[src/rtl/mips_pkg.sv]
// Shared opcode/funct constants, FSM state encoding and ALU operation encoding for mips_multi.
package mips_pkg;

  localparam logic [5:0] OpRtype = 6'h00;
  localparam logic [5:0] OpJ     = 6'h02;
  localparam logic [5:0] OpBeq   = 6'h04;
  localparam logic [5:0] OpBne   = 6'h05;
  localparam logic [5:0] OpAddi  = 6'h08;
  localparam logic [5:0] OpLw    = 6'h23;
  localparam logic [5:0] OpSw    = 6'h2B;

  localparam logic [5:0] FnAdd = 6'h20;
  localparam logic [5:0] FnSub = 6'h22;
  localparam logic [5:0] FnAnd = 6'h24;
  localparam logic [5:0] FnOr  = 6'h25;
  localparam logic [5:0] FnSlt = 6'h2A;

  typedef logic [2:0] state_t;
  localparam state_t StFetch  = 3'd0;
  localparam state_t StDecode = 3'd1;
  localparam state_t StExec   = 3'd2;
  localparam state_t StMem    = 3'd3;
  localparam state_t StWb     = 3'd4;
  localparam state_t StTrap   = 3'd5;

  typedef enum logic [2:0] {
    AluAdd = 3'd0,
    AluSub = 3'd1,
    AluAnd = 3'd2,
    AluOr  = 3'd3,
    AluSlt = 3'd4
  } alu_op_e;

  function automatic logic is_supported(logic [5:0] op, logic [5:0] fn);
    logic ok;
    ok = 1'b0;
    case (op)
      OpRtype: begin
        case (fn)
          FnAdd, FnSub, FnAnd, FnOr, FnSlt: ok = 1'b1;
          default:                          ok = 1'b0;
        endcase
      end
      OpAddi, OpLw, OpSw, OpBeq, OpBne, OpJ: ok = 1'b1;
      default:                               ok = 1'b0;
    endcase
    return ok;
  endfunction

  // Wrap-around arithmetic; slt compares as signed.
  function automatic logic [31:0] alu(alu_op_e op, logic [31:0] a, logic [31:0] b);
    logic [31:0] y;
    case (op)
      AluAdd:  y = a + b;
      AluSub:  y = a - b;
      AluAnd:  y = a & b;
      AluOr:   y = a | b;
      AluSlt:  y = {31'd0, $signed(a) < $signed(b)};
      default: y = 32'd0;
    endcase
    return y;
  endfunction

endpackage

[src/rtl/mips_multi_ctl.sv]
// Control FSM for the multi-cycle MIPS core: sequences FETCH/DECODE/EXEC/MEM/WB/TRAP and
// produces the datapath enables.
module mips_multi_ctl
  import mips_pkg::*;
(
  input  logic       clk_i,
  input  logic       rst_i,
  input  logic [5:0] opcode_i,
  input  logic [5:0] funct_i,
  input  logic       mem_ready_i,
  input  logic       a_eq_b_i,
  output logic       mem_read_o,
  output logic       mem_write_o,
  output logic       addr_sel_o,
  output logic       ir_we_o,
  output logic       pc_inc_o,
  output logic       ab_we_o,
  output logic       res_we_o,
  output logic       addr_we_o,
  output logic       pc_br_o,
  output logic       pc_jmp_o,
  output logic       mdr_we_o,
  output logic       rf_we_o,
  output logic       rf_dst_rd_o,
  output logic       rf_src_mdr_o,
  output logic       alu_imm_o,
  output logic       retire_o,
  output logic       trap_o,
  output alu_op_e    alu_op_o
);

  state_t state_q, state_d;

  always_ff @(posedge clk_i or posedge rst_i) begin
    if (rst_i) begin
      state_q <= StFetch;
    end else begin
      state_q <= state_d;
    end
  end

  always_comb begin
    alu_op_o = AluAdd;
    if (opcode_i == OpRtype) begin
      case (funct_i)
        FnSub:   alu_op_o = AluSub;
        FnAnd:   alu_op_o = AluAnd;
        FnOr:    alu_op_o = AluOr;
        FnSlt:   alu_op_o = AluSlt;
        default: alu_op_o = AluAdd;
      endcase
    end
  end

  assign alu_imm_o    = (opcode_i != OpRtype);
  assign rf_dst_rd_o  = (opcode_i == OpRtype);
  assign rf_src_mdr_o = (opcode_i == OpLw);
  assign trap_o       = (state_q == StTrap);

  always_comb begin
    state_d     = state_q;
    mem_read_o  = 1'b0;
    mem_write_o = 1'b0;
    addr_sel_o  = 1'b0;
    ir_we_o     = 1'b0;
    pc_inc_o    = 1'b0;
    ab_we_o     = 1'b0;
    res_we_o    = 1'b0;
    addr_we_o   = 1'b0;
    pc_br_o     = 1'b0;
    pc_jmp_o    = 1'b0;
    mdr_we_o    = 1'b0;
    rf_we_o     = 1'b0;
    retire_o    = 1'b0;
    case (state_q)
      StFetch: begin
        mem_read_o = 1'b1;
        if (mem_ready_i) begin
          ir_we_o  = 1'b1;
          pc_inc_o = 1'b1;
          state_d  = StDecode;
        end
      end
      StDecode: begin
        if (is_supported(opcode_i, funct_i)) begin
          ab_we_o = 1'b1;
          state_d = StExec;
        end else begin
          state_d = StTrap;
        end
      end
      StExec: begin
        case (opcode_i)
          OpRtype, OpAddi: begin
            res_we_o = 1'b1;
            state_d  = StWb;
          end
          OpLw, OpSw: begin
            addr_we_o = 1'b1;
            state_d   = StMem;
          end
          OpBeq, OpBne: begin
            pc_br_o  = (opcode_i == OpBeq) ? a_eq_b_i : !a_eq_b_i;
            retire_o = 1'b1;
            state_d  = StFetch;
          end
          OpJ: begin
            pc_jmp_o = 1'b1;
            retire_o = 1'b1;
            state_d  = StFetch;
          end
          default: state_d = StTrap;
        endcase
      end
      StMem: begin
        addr_sel_o = 1'b1;
        if (opcode_i == OpLw) begin
          mem_read_o = 1'b1;
          if (mem_ready_i) begin
            mdr_we_o = 1'b1;
            state_d  = StWb;
          end
        end else begin
          mem_write_o = 1'b1;
          if (mem_ready_i) begin
            retire_o = 1'b1;
            state_d  = StFetch;
          end
        end
      end
      StWb: begin
        rf_we_o  = 1'b1;
        retire_o = 1'b1;
        state_d  = StFetch;
      end
      StTrap:  state_d = StTrap;
      default: state_d = StFetch;
    endcase
  end

endmodule

[src/rtl/mips_multi.sv]
// Multi-cycle MIPS subset core: datapath and GPR file, control in mips_multi_ctl.
// Optional cycle/retire counters are built when MIPS_MULTI_PERF_EN is defined.
module mips_multi
  import mips_pkg::*;
#(
  parameter logic [31:0] RESET_PC = 32'h0000_0000,
  parameter int unsigned CNT_W    = 32
) (
  input  logic             clk,
  input  logic             reset,
  output logic [31:0]      mem_addr,
  output logic             mem_read,
  output logic             mem_write,
  output logic [31:0]      mem_wdata,
  input  logic [31:0]      mem_rdata,
  input  logic             mem_ready,
  output logic [31:0]      pc_out,
  output logic             trap
`ifdef MIPS_MULTI_PERF_EN
  ,
  output logic [CNT_W-1:0] cyc_cnt,
  output logic [CNT_W-1:0] ret_cnt
`endif
);

  logic [31:0] pc_q, pc_d, ir_q, ir_d, a_q, a_d, b_q, b_d, tgt_q, tgt_d;
  logic [31:0] res_q, res_d, addr_q, addr_d, mdr_q, mdr_d;
  logic [31:0] gpr_q [32];

  logic    ctl_read, ctl_write, addr_sel, ir_we, pc_inc, ab_we, res_we, addr_we;
  logic    pc_br, pc_jmp, mdr_we, rf_we, rf_dst_rd, rf_src_mdr, alu_imm, retire;
  alu_op_e alu_op;

  logic [4:0]  rs, rt, rd, wb_dst;
  logic [31:0] imm_sext, rf_a, rf_b, alu_b, alu_y, wb_data;

  assign rs       = ir_q[25:21];
  assign rt       = ir_q[20:16];
  assign rd       = ir_q[15:11];
  assign imm_sext = {{16{ir_q[15]}}, ir_q[15:0]};
  assign rf_a     = (rs == 5'd0) ? 32'd0 : gpr_q[rs];
  assign rf_b     = (rt == 5'd0) ? 32'd0 : gpr_q[rt];
  assign alu_b    = alu_imm ? imm_sext : b_q;
  assign alu_y    = alu(alu_op, a_q, alu_b);
  assign wb_dst   = rf_dst_rd ? rd : rt;
  assign wb_data  = rf_src_mdr ? mdr_q : res_q;

  mips_multi_ctl u_ctl (
    .clk_i       (clk),
    .rst_i       (reset),
    .opcode_i    (ir_q[31:26]),
    .funct_i     (ir_q[5:0]),
    .mem_ready_i (mem_ready),
    .a_eq_b_i    (a_q == b_q),
    .mem_read_o  (ctl_read),
    .mem_write_o (ctl_write),
    .addr_sel_o  (addr_sel),
    .ir_we_o     (ir_we),
    .pc_inc_o    (pc_inc),
    .ab_we_o     (ab_we),
    .res_we_o    (res_we),
    .addr_we_o   (addr_we),
    .pc_br_o     (pc_br),
    .pc_jmp_o    (pc_jmp),
    .mdr_we_o    (mdr_we),
    .rf_we_o     (rf_we),
    .rf_dst_rd_o (rf_dst_rd),
    .rf_src_mdr_o(rf_src_mdr),
    .alu_imm_o   (alu_imm),
    .retire_o    (retire),
    .trap_o      (trap),
    .alu_op_o    (alu_op)
  );

  // Requests are gated by reset so an in-flight transfer is dropped in the same cycle.
  assign mem_read  = ctl_read & ~reset;
  assign mem_write = ctl_write & ~reset;
  assign mem_addr  = addr_sel ? addr_q : pc_q;
  assign mem_wdata = b_q;
  assign pc_out    = pc_q;

  always_comb begin
    pc_d = pc_q;
    if (pc_inc) begin
      pc_d = pc_q + 32'd4;
    end else if (pc_br) begin
      pc_d = tgt_q;
    end else if (pc_jmp) begin
      pc_d = {pc_q[31:28], ir_q[25:0], 2'b00};
    end
    ir_d   = ir_we ? mem_rdata : ir_q;
    a_d    = ab_we ? rf_a : a_q;
    b_d    = ab_we ? rf_b : b_q;
    tgt_d  = ab_we ? pc_q + {imm_sext[29:0], 2'b00} : tgt_q;
    res_d  = res_we ? alu_y : res_q;
    addr_d = addr_we ? a_q + imm_sext : addr_q;
    mdr_d  = mdr_we ? mem_rdata : mdr_q;
  end

  always_ff @(posedge clk or posedge reset) begin
    if (reset) begin
      pc_q   <= RESET_PC;
      ir_q   <= 32'd0;
      a_q    <= 32'd0;
      b_q    <= 32'd0;
      tgt_q  <= 32'd0;
      res_q  <= 32'd0;
      addr_q <= 32'd0;
      mdr_q  <= 32'd0;
    end else begin
      pc_q   <= pc_d;
      ir_q   <= ir_d;
      a_q    <= a_d;
      b_q    <= b_d;
      tgt_q  <= tgt_d;
      res_q  <= res_d;
      addr_q <= addr_d;
      mdr_q  <= mdr_d;
    end
  end

  always_ff @(posedge clk or posedge reset) begin
    if (reset) begin
      for (int i = 0; i < 32; i++) begin
        gpr_q[i] <= 32'd0;
      end
    end else if (rf_we && wb_dst != 5'd0) begin
      gpr_q[wb_dst] <= wb_data;
    end
  end

`ifdef MIPS_MULTI_PERF_EN
  logic [CNT_W-1:0] cyc_q, ret_q;

  always_ff @(posedge clk or posedge reset) begin
    if (reset) begin
      cyc_q <= '0;
      ret_q <= '0;
    end else begin
      cyc_q <= cyc_q + CNT_W'(1);
      if (retire) begin
        ret_q <= ret_q + CNT_W'(1);
      end
    end
  end

  assign cyc_cnt = cyc_q;
  assign ret_cnt = ret_q;
`else
  logic unused_perf;
  assign unused_perf = retire ^ (CNT_W == 0);
`endif

endmodule

[config.mk]
export PLATFORM = sky130hd
export DESIGN_NAME = mips_multi
export DESIGN_NICKNAME = d
export VERILOG_FILES = /design/src/rtl/mips_pkg.sv /design/src/rtl/mips_multi_ctl.sv /design/src/rtl/mips_multi.sv
export SDC_FILE = /design/constraint.sdc
export NUM_CORES = 2
export LEC_CHECK = 0
export BUFFER_PORTS_ARGS = -buffer_cell sky130_fd_sc_hd__buf_4
export CAP_MARGIN = 10
export CELL_PAD_IN_SITES_DETAIL_PLACEMENT = 0
export CELL_PAD_IN_SITES_GLOBAL_PLACEMENT = 2
export CORE_MARGIN = 2
export CORE_UTILIZATION = 43
export DETAILED_ROUTE_END_ITERATION = 10
export PLACE_DENSITY_LB_ADDON = 0.1
export REMOVE_ABC_BUFFERS = 1
export SYNTH_ARGS = -nofsm -noshare
export SYNTH_HDL_FRONTEND = slang
export SYNTH_SLANG_ARGS = --single-unit
[constraint.sdc]
create_clock -name clk -period 61 [get_ports clk]
set_input_delay 12.2 -clock clk [delete_from_list [all_inputs] [get_ports clk]]
set_output_delay 12.2 -clock clk [all_outputs]
set_load 0.02 [all_outputs]
==> impl_metrics.py <==
metrics = {
    "outcome": {
        "status": "finished clean",
    },
    "synth": {
        "synthCells": 6650,
        "syn_area_per_cell_um2": 10.8,
        "synth_area_um2": 71600,
        "ys.flop_type": "dfrtp_1",
        "synth-seq-cells": 1283,
        "ys_warn_count": 0,
        "yosysUniqueCellTypes": 82,
        "yosysSeqAreaShare_pct": 44.8,
        "synth_edf_count": 0,
        "synthArstFlopShare_pct": 100,
    },
    "final_layout": {
        "diodes": 0,
        "utilization_pct": 48.2,
        "nets": 6668,
        "layout.cells.non_filler": 8777,
        "area_growth_pct": 11.1,
        "drive_gt1_share_pct": 20.4,
    },
    "floorplan": {
        "rows": 149,
        "core-area_um2": 165000,
        "initial_core_util_pct": 43.3,
        "ios": 134,
        "die_width_um": 412,
        "die_area_um2": 170000,
        "die_h_um": 412,
    },
    "routing": {
        "ant_nets": 0,
        "postRouteWirelength_mm": 268,
        "via_count": 53700,
        "wl_per_cell_um": 30.5,
        "avgViaCountPerCell": 6.12,
        "drtIter0Drc": 5042,
        "drcViolationCount": 0,
        "drtPass1Iterations": 6,
    },
    "global_route": {
        "grt_busiest_layer": "met2",
        "globalRouteMet3Util_pct": 4.70,
        "grt_pass1_wl_mm": 388,
        "grtUsageMet2_pct": 50.6,
        "grt_overflow": 0,
        "antenna_found_initial": 9,
        "grt_use_total_pct": 31.8,
        "grtUsageMet1_pct": 44.4,
        "grt_pass1_vias": 52900,
        "grt_max_degree": 171,
    },
    "sta": {
        "post-route-period-util_pct": 40.8,
        "rsz0062_at_grt": "no",
        "setup_violations": 0,
        "tightest_slew_ns": 1.29,
        "period_minus_slack_ns": 24.90,
        "tns_ns": 0,
        "final_hold_viol_count": 0,
        "slew_viol_final": 0,
        "fmax_mhz": 40.2,
        "skew_ns": 0.0269,
        "slew_headroom_pct": 13.5,
    },
    "worst_setup_path": {
        "crit_path_start_kind": "primary input",
        "critPathArrivalTime_ns": 12.70,
        "cp_max_fo": 3,
        "critPathMostFrequentCell": "buf_4",
        "crit_required_ns": 48.80,
        "path_cells": "buf_4 -> nor3_1 -> buf_4",
        "crit_type": "in -> out",
        "crit_path_end_kind": "output port",
        "slowest_delay_ns": 0.19,
        "cpMaxStageDelayCell": "nor3_1",
    },
    "pwr": {
        "power_density_nw_per_um2": 50.2,
        "power_mw": 4.00,
        "leakagePower_nw": 33.7,
        "ir_drop_uv": 35.5,
    },
    "clock_network": {
        "cts-htree-levels": 4,
        "cts_tree": "yes",
        "clockRootBuffer": "clkbuf_16",
        "clk_pin_slew_ns": 0.06,
        "cts_buffer_depth": 3,
        "clkSinkCount": 1283,
        "clk_latency_ns": 0.83,
        "ctsResizeCount": 0,
        "ctsHoldBuffers": 0,
        "cts_buffers": 155,
        "cts_setup_buffers": 0,
    },
    "placement": {
        "hpwl_mm": 163,
        "place_inst": 8504,
        "port_buffers": 133,
        "gp_congestion": 0.932,
    },
    "min_path": {
        "hold_class": "reg -> reg",
    },
    "flow_run": {
        "max_cap_violations": 0,
    },
}
==> synth_stat cells, types with 28 or more instances <==
| master | instances | share of area, % |
|---|---|---|
| buf_1 | 70 | 0.37 |
| buf_2 | 139 | 0.97 |
| xnor2_1 | 31 | 0.38 |
| mux4_2 | 640 | 20 |
| a21oi_1 | 650 | 4.5 |
| dfrtp_1 | 1283 | 45 |
| a31oi_1 | 34 | 0.30 |
| mux2i_1 | 108 | 1.5 |
| mux2_2 | 85 | 1.3 |
| a211oi_1 | 32 | 0.34 |
| ha_1 | 157 | 2.7 |
| nor3_1 | 39 | 0.27 |
| o21ai_0 | 483 | 3.4 |
| nand2_1 | 850 | 4.5 |
| a21o_1 | 55 | 0.58 |
| o21ai_1 | 287 | 2.0 |
| nand2b_1 | 28 | 0.24 |
| clkbuf_1 | 403 | 2.1 |
| inv_1 | 123 | 0.64 |
| nor2_1 | 645 | 3.4 |
| xor2_1 | 61 | 0.75 |
| nand3_1 | 42 | 0.29 |
==> cells by family (layout without fill, tap and decap cells) <==
logic type	count (synthesis)	in the layout	share of synthesized area, %
AND/OR/NAND/NOR	1781	1781	10.3
AO/OA/AOI/OAI	1759	1759	13.7
flip-flops	1283	1283	44.8
multiplexers	833	833	23.0
buffers and inverters	741	679	4.15
adder cells (fa/ha/maj)	161	161	2.86
XOR/XNOR	92	92	1.13
==> placed cells by master, fill, tap and decap left out, types with 19 or more instances in the layout <==
cell type	netlist	final
dfrtp_1	1283	1272
nand2_1	850	849
a21oi_1	650	649
nor2_1	645	642
mux4_2	640	640
o21ai_0	483	483
o21ai_1	287	287
buf_4	4	273
clkbuf_16	0	159
ha_1	157	157
inv_1	123	122
mux2_2	85	85
mux2i_1	108	76
xor2_1	61	61
a21o_1	55	54
nand3_1	42	42
clkbuf_1	403	41
nor3_1	39	37
a31oi_1	34	34
clkbuf_8	0	34
mux2i_2	0	32
a211oi_1	32	32
xnor2_1	31	31
nor4_1	24	24
o211ai_1	23	23
nand2b_1	28	22
nor2b_1	21	21
o21bai_1	20	19
==> layout make-up <==
| class | instances | area, um2 |
|---|---|---|
| inverter | 125 | 477 |
| clock buffer | 234 | 4600 |
| timing repair buffer | 281 | 2210 |
| sequential | 1283 | 32100 |
| clock inverter | 39 | 534 |
| fill | 15200 | 85600 |
| tap | 2189 | 2740 |
| multi-input combinational | 4626 | 36900 |
==> stage by stage <==
stage	setup slack [ns]	cell area (um2)	hold slack, ns
2_1_floorplan	12.64	69100	0.365
3_3_place_gp	36.10	74400	0.376
3_5_place_dp	36.10	74400	0.383
4_1_cts	36.09	79600	0.395
5_1_grt	36.04	79600	0.408
6_report	36.10	79600	0.391
==> path summary, 6_finish.rpt <==
check                                             start                      end  slack [ns]  cells after the start
min in group asynchronous                         reset   gpr_q[348]$_DFFE_PP0P_       11.59                      2
worst min register to register  gpr_q[1017]$_DFFE_PP0P_  gpr_q[1017]$_DFFE_PP0P_        0.39                      0
worst max-delay path                              reset                 mem_read       36.10                      3
worst min-delay path            gpr_q[1017]$_DFFE_PP0P_  gpr_q[1017]$_DFFE_PP0P_        0.39                      0
max in group asynchronous                         reset      ir_q[0]$_DFFE_PP0P_       46.14                      5
worst max register to register     ir_q[26]$_DFFE_PP0P_     res_q[0]$_DFFE_PP0P_       54.61                     15
==> registers in the layout, indices dropped and copies added (netlist names) <==
name	flops
res_q	32
addr_q	32
mdr_q	32
gpr_q	1024
mem_wdata	32
pc_out	32
u_ctl.state_q	3
tgt_q	32
ir_q	32
a_q	32
==> worst max-delay path: cells and delay by family <==
kind,cells,cell delay (ns)
buffers and inverters,2,0.32
and+or+nand+nor,1,0.19
==> power by group <==
group / internal [mW] / switching, mW
clock: 0.555 / 0.391
combinational: 0.747 / 1.02
sequential: 1.04 / 0.243
==> routing by layer <==
metal,vias up,part of all wire (%)
li1,23900,-
met1,27600,43
met2,1773,47
met3,438,5.9
met4,2,4.0
met5,-,0.0030
Power figures use the tool's default switching activity.
